===== src/rtl/word_deserializer32.sv =====
// word_deserializer32 -- scatters a stream of W-bit words into an N*W-bit frame.
//
// Word k of a frame lands in a[k*W +: W]. A full frame, or a flushed partial
// frame, is then held and offered downstream with out_valid/out_ready. Releasing
// it clears the frame and costs one idle input cycle.
//
// Ports:
//   clk, rst_n            clock and asynchronous active-low reset
//   in_data/in_valid/in_ready   word input handshake
//   flush                 close the current partial frame early (ignored when empty)
//   a [N*W]               packed frame, slot k = a[k*W +: W]
//   count [SW+1]          number of valid words in the frame (0..N)
//   out_valid/out_ready   frame output handshake
//   rd_sel/rd_data        single-slot readback, only with WORD_READBACK_EN defined
//
// Optional feature macro: WORD_READBACK_EN

module word_deserializer32_slot #(
  parameter int W = 32
) (
  input  logic         clk,
  input  logic         rst_n,
  input  logic         we,
  input  logic         clr,
  input  logic [W-1:0] d,
  output logic [W-1:0] q
);
  always_ff @(posedge clk or negedge rst_n) begin
    if (!rst_n)   q <= '0;
    else if (clr) q <= '0;
    else if (we)  q <= d;
  end
endmodule

module word_deserializer32 #(
  parameter  int N  = 32,
  parameter  int W  = 32,
  localparam int SW = $clog2(N)
) (
  input  logic           clk,
  input  logic           rst_n,
  input  logic [W-1:0]   in_data,
  input  logic           in_valid,
  output logic           in_ready,
  input  logic           flush,
  output logic [N*W-1:0] a,
  output logic [SW:0]    count,
  output logic           out_valid,
`ifdef WORD_READBACK_EN
  input  logic [4:0]     rd_sel,
  output logic [W-1:0]   rd_data,
`endif
  input  logic           out_ready
);

  typedef enum logic {FILL = 1'b0, HOLD = 1'b1} state_t;

  state_t              state, state_nx;
  logic [SW:0]         idx;
  logic                wr, last, clr;
  logic [N-1:0][W-1:0] slots;

  // in_ready is gated by rst_n so it drops immediately when reset asserts.
  assign in_ready  = (state == FILL) && rst_n;
  assign out_valid = (state == HOLD);
  assign wr        = in_valid && in_ready;
  assign last      = (idx == (SW+1)'(N-1));
  assign clr       = out_valid && out_ready;

  always_ff @(posedge clk or negedge rst_n) begin
    if (!rst_n) state <= FILL;
    else        state <= state_nx;
  end

  // A flush only closes a frame that holds, or is receiving, at least one word.
  always_comb begin
    state_nx = state;
    case (state)
      FILL: if ((wr && last) || (flush && ((idx != '0) || wr))) state_nx = HOLD;
      HOLD: if (out_ready) state_nx = FILL;
      default: state_nx = FILL;
    endcase
  end

  always_ff @(posedge clk or negedge rst_n) begin
    if (!rst_n) begin
      idx   <= '0;
      count <= '0;
    end else if (clr) begin
      idx   <= '0;
      count <= '0;
    end else if (wr) begin
      idx   <= idx + 1'b1;
      count <= idx + 1'b1;
    end
  end

  for (genvar k = 0; k < N; k++) begin : g_slot
    word_deserializer32_slot #(.W(W)) u_slot (
      .clk   (clk),
      .rst_n (rst_n),
      .we    (wr && (idx == (SW+1)'(k))),
      .clr   (clr),
      .d     (in_data),
      .q     (slots[k])
    );
  end

  assign a = slots;

`ifdef WORD_READBACK_EN
  // Out-of-range selects read as zero, like the multiplexer.
  always_comb begin
    rd_data = '0;
    for (int k = 0; k < N; k++)
      if (int'(rd_sel) == k) rd_data = slots[k];
  end
`endif

endmodule


===== config.mk =====
export PLATFORM = sky130hd
export DESIGN_NAME = word_deserializer32
export DESIGN_NICKNAME = d
export VERILOG_FILES = /design/src/rtl/word_deserializer32.sv
export SDC_FILE = /design/constraint.sdc
export NUM_CORES = 1
export LEC_CHECK = 0
export CORE_AREA = 2 2 418 420
export DETAILED_ROUTE_END_ITERATION = 6
export DIE_AREA = 0 0 420 422
export PLACE_DENSITY_LB_ADDON = 0.15
export SLEW_MARGIN = 10
export SYNTH_ARGS = -nofsm -noshare
export SYNTH_HDL_FRONTEND = slang
export SYNTH_SLANG_ARGS = --single-unit

===== constraint.sdc =====
create_clock -name clk -period 3.55 [get_ports clk]
set_input_delay 0.355 -clock clk [delete_from_list [all_inputs] [get_ports clk]]
set_output_delay 0.355 -clock clk [all_outputs]
set_load 0.02 [all_outputs]

# Word level (Yosys, flattened, before mapping)
# Index checks and enable logic that the tools add are counted.
# classes
add_sub_neg	1
multipliers	0
div_mod_pow	0
order_cmp	0
eq_ne	31
n_shift	0
muxes	69
bitwise_logic	1
n_reduce_logical	73
# op_table
operator	n
$mux 32	64
$eq 6x5->1 const B	16
$reduce_bool 2->1	33
$eq 6x4->1 const B	8
$logic_and 1x1->1	36
$eq 6x3->1 const B	4
$eq 6x2->1 const B	2
$mux 6	2
$add 6x1->6 const B	1
$eq 6x1->1 const B	1
$logic_not 6->1	1
$reduce_bool 6->1	1
$logic_or 1x1->1	2
$mux 1	2
$pmux 1 s2	1
$not 1->1	1
# totals
register_bits	1031
latch_bits	0
ram_bits	0
mem_bits_ro	0
output_inout_bits	1032
wordCells	209
memories	0

# Logic depth before layout (Yosys ltp)
# depth
word_depth	8
depth_mapped	8

# Cells and area by module
# A second synthesis with hierarchy kept.
# hier_totals
cells_unflattened	3386
area_unflattened_um2	43010.0
# modules_own_cells
module	n_inst	cells_each	area_per_inst_um2	seq_area_each_um2
word_deserializer32_slot	32	103	1323.8	800.8
word_deserializer32	1	90	649.4	175.2

# Worst setup path after synthesis
# OpenSTA, ideal clock, no wires.
# synth_path
path_kind	register to register
from	reg idx[0]
to	reg g_slot[0].u_slot.q[12]
setup_ns	0.137
arrival_time_ns	2.063
required_time_ns	3.413
path_slack_ns	1.350
path_stages_with_launch	9
synth_period_minus_slack_ns	2.200
path_cell_list	dfrtp_1 inv_1 ha_1 buf_6 or4b_1 or3_1 buf_6 buf_12 mux2i_1
# synth_between
elab_chain_len	3
# synth_lines
item	line_no	source
from (decl)	59	logic [SW:0] idx;
from (signal assigned)	93	idx <= idx + 1'b1;
$logic_not 6->1	102	.we (wr && (idx == (SW+1)'(k))),
$logic_and 1x1->1	102	
$reduce_bool 2->1 (no source line)	--	
to (signal assigned)	29	if (!rst_n) q <= '0;
to (signal assigned)	30	else if (clr) q <= '0;
to (signal assigned)	31	else if (we) q <= d;
to (decl)	26	output logic [W-1:0] q
# No other way between the ends.
# A chain may end at the register's enable or synchronous reset.

==> results.yml <==
status:
  status: "finished, final reports clean"
job:
  cap_violations: 0
floorplan:
  boundaryPins: 1069
  dieArea_sq_um: 177200
  core_sq_um: 172900
  die_w_um: 420
  start_util_pct: 24.45
  rows: 153
  die_y_um: 422
place:
  gp_congestion: 0.7719
  dpl.hpwl_mm: 133.5
  io_buffer_count: 1068
cts:
  cts.sinks: 1031
  ctsResizeCount: 0
  clock_latency_ns: 0.78
  clockBufferDepth: 3
  htree_levels: 4
  cts_setup_buffers: 0
  clk_pin_slew_ns: 0.06
  cts_tree: "built"
  clock-root-buffer: "clkbuf_16"
  holdBufCountCts: 1
  cts-buffers-inserted: 131
cells_and_area:
  fin_nets: 4637
  area_growth_syn_to_layout_pct: 42.23
  fill_cells: 17360
  drive_gt1_share_pct: 7.384
timing:
  drv_slew: 0
  rsz0062_at_grt: "no"
  hold_violations: 0
  tns_ns: 0
  finalClockSkew_ns: 0.02889
  finalSetupViolations: 0
  fmax_mhz: 361.7
  worst-slew-pin-transition_ns: 1.086
  slew_headroom_pct: 27.48
  fin_crit_ns: 2.765
  period_share_pct: 77.88
  hold_ws_ns: 0.1374
yosys:
  syn_inst: 3596
  ys_ff_latch: 1031
  synthSimpleGateAreaFrac_pct: 11.01
  seq_area_frac_synth_pct: 61.04
  avgSynthCellArea_sq_um: 11.75
  synth_area_sq_um: 42270
  syn_nets: 3637
  synth_compound_area_share_pct: 1.172
  synth_top_family_by_area: "multiplexers"
  yosysUniqueCellTypes: 35
  synth-adder-area-share_pct: 0.1184
  synthXorXnorAreaFrac_pct: 0.02072
  muxShareOfSynthArea_pct: 22.95
  yosysWarnings: 0
pwr:
  power_density_nw_per_um2: 510.1
  irDropWorstVdd_uv: 473.0
  p_leak_uw: 0.03214
setup_path:
  cp_cell_sequence: "clkdlybuf4s50_1"
  reg2reg_slack_ns: 0.85
  crit_path_end_kind: "primary output"
  cp.required_ns: 3.19
  crit_fanout: 14
  arrival_ns: 2.41
  slowest_delay_ns: 0.83
  cp_top_family: "buffers and inverters"
  cpMaxStageDelayCell: "clkdlybuf4s50_1"
  worstSetupStartpointType: "flip-flop"
  critPathBufInv: 1
  critPathKind: "reg -> out"
routing:
  ant_nets: 0
  drc: 0
  vias: 31040
  drt_iter0_drc: 2050
  firstDrtPassIters: 7
  wire_per_inst_um: 27.96
  viasPerCell: 4.425
  routed_wl_mm: 196.1
grt:
  grt_usage_pct: 21.73
  antenna_found_initial: 16
  grt_pass1_vias: 32000
  grt_start_max_net_pins: 159
  grt_pass1_wl_mm: 270.4
  overflow: 0
min_path:
  min_path_type: "in -> async"
final timing paths:
check | start | end | cells after the start
min reg2reg | g_slot[6].u_slot.q[6]$_DFFE_PN0P_ | g_slot[6].u_slot.q[6]$_DFFE_PN0P_ | 2
min | rst_n | g_slot[22].u_slot.q[12]$_DFFE_PN0P_ | 2
max reg2reg | idx[2]$_DFFE_PN0P_ | g_slot[12].u_slot.q[26]$_DFFE_PN0P_ | 4
max in group asynchronous | rst_n | g_slot[29].u_slot.q[13]$_DFFE_PN0P_ | 4
min in group clk | flush | out_valid$_DFF_PN0_ | 3
max | idx[2]$_DFFE_PN0P_ | count[2] | 1
registers in the layout, indices dropped and copies added, names as in the netlist:
| register | flops |
|---|---|
| g_slot.u_slot.q | 1024 |
| idx | 6 |
| out_valid | 1 |
per-layer routing:
metal | global-route usage [%] | routed length, um
met5 | 0 | 0
met3 | 6.447 | 13580
met4 | 8.807 | 8093
met1 | 26.86 | 81480
met2 | 35.23 | 92960
final cells by class:
type / count / area, sq um / share of cell area (%)
Timing Repair Buffer: 1183 / 11860 / 19.73
Clock inverter: 18 / 282.8 / 0.4704
Sequential cell: 1031 / 25800 / 42.92
Tap cell: 2325 / 2909 / 4.839
Inverter: 34 / 127.6 / 0.2123
Multi-Input combinational cell: 2215 / 15150 / 25.20
Antenna cell: 4 / 10.01 / 0.01665
Clock buffer: 205 / 3974 / 6.610
Yosys cell counts:
cell type | n | area (sq um)
o31ai_1 | 1 | 7.510
clkinv_1 | 11 | 41.29
or4b_1 | 3 | 30.03
clkbuf_1 | 198 | 743.2
and4b_1 | 3 | 30.03
o41ai_1 | 1 | 8.760
nand4_2 | 13 | 162.7
buf_4 | 5 | 37.54
nand3b_1 | 1 | 7.510
nand4b_2 | 4 | 60.06
or3_1 | 5 | 31.28
nand4bb_1 | 1 | 11.26
ha_1 | 4 | 50.05
xnor2_1 | 1 | 8.760
and2_1 | 2 | 12.51
inv_1 | 23 | 86.33
nand4b_1 | 3 | 26.28
nand2_1 | 1036 | 3889
nor2b_1 | 5 | 31.28
and4bb_2 | 1 | 12.51
buf_2 | 93 | 465.5
mux2i_1 | 969 | 9699
nand3_2 | 2 | 20.02
o21ai_0 | 57 | 285.3
dfrtp_1 | 1031 | 25800
nor2_2 | 1 | 6.260
nor2_1 | 1 | 3.750
buf_1 | 9 | 33.78
and3b_1 | 1 | 8.760
nand3_1 | 61 | 305.3
nand4_1 | 1 | 6.260
buf_12 | 3 | 60.06
a21oi_1 | 37 | 185.2
o311ai_0 | 1 | 8.760
buf_6 | 8 | 90.09
report_power, final:
group | internal [uW] | leakage [uW] | switching [uW]
Combinational | 1310 | 0.0157 | 3440
Clock | 8140 | 0.00208 | 5380
Sequential | 12100 | 0.0144 | 245
Total | 21600 | 0.0321 | 9070
layout by cell type, fill, tap and decap left out, types with 2 or more instances in the layout:
cell and n:
a21oi_1 37, and4b_2 3, buf_12 24, buf_4 90
bufinv_16 7, clkbuf_1 39, clkbuf_16 137, clkbuf_8 29
clkdlybuf4s50_1 1067, clkinv_1 12, clkinv_2 6, dfrtp_1 1031
diode_2 4, ha_1 4, inv_1 14, inv_2 8
inv_6 4, mux2i_1 969, nand2_1 1033, nand2_2 2
nand3_1 57, nand3_4 6, nand4_4 13, nand4b_1 3
nand4b_4 4, nor2b_1 4, o21ai_0 57, or3_2 4
or4b_2 2
metrics by stage:
step	power, uW	utilization [%]	std cells	cell area, sq um	setup slack, ns
floorplan	14750	-	3596	42270	1.350
global placement	17450	32.30	6787	55840	0.7735
global route	31900	34.77	7014	60110	0.6694
detailed placement	17430	32.30	6787	55840	0.7369
CTS	31210	34.77	7011	60110	0.6720
finish	30660	34.78	7015	60120	0.7851
kinds of logic (layout without fill, tap and decap cells):
family,count (synthesis),in the layout
buffers and inverters,350,1440
DFF,1031,1031
adders and majority gates,4,4
xor gates and xnor gates,1,1
muxes,969,969
other,0,4
AOI/OAI and AO/OA,97,97
and+or+nand+nor,1144,1144
worst reg2reg max path: stages (launching register included):
cell     delay, ns
dfrtp_1       0.81
nand2_1       0.36
or4b_2        0.71
buf_4         0.36
mux2i_1       0.27
No activity file was read; power rests on OpenSTA's default activity.
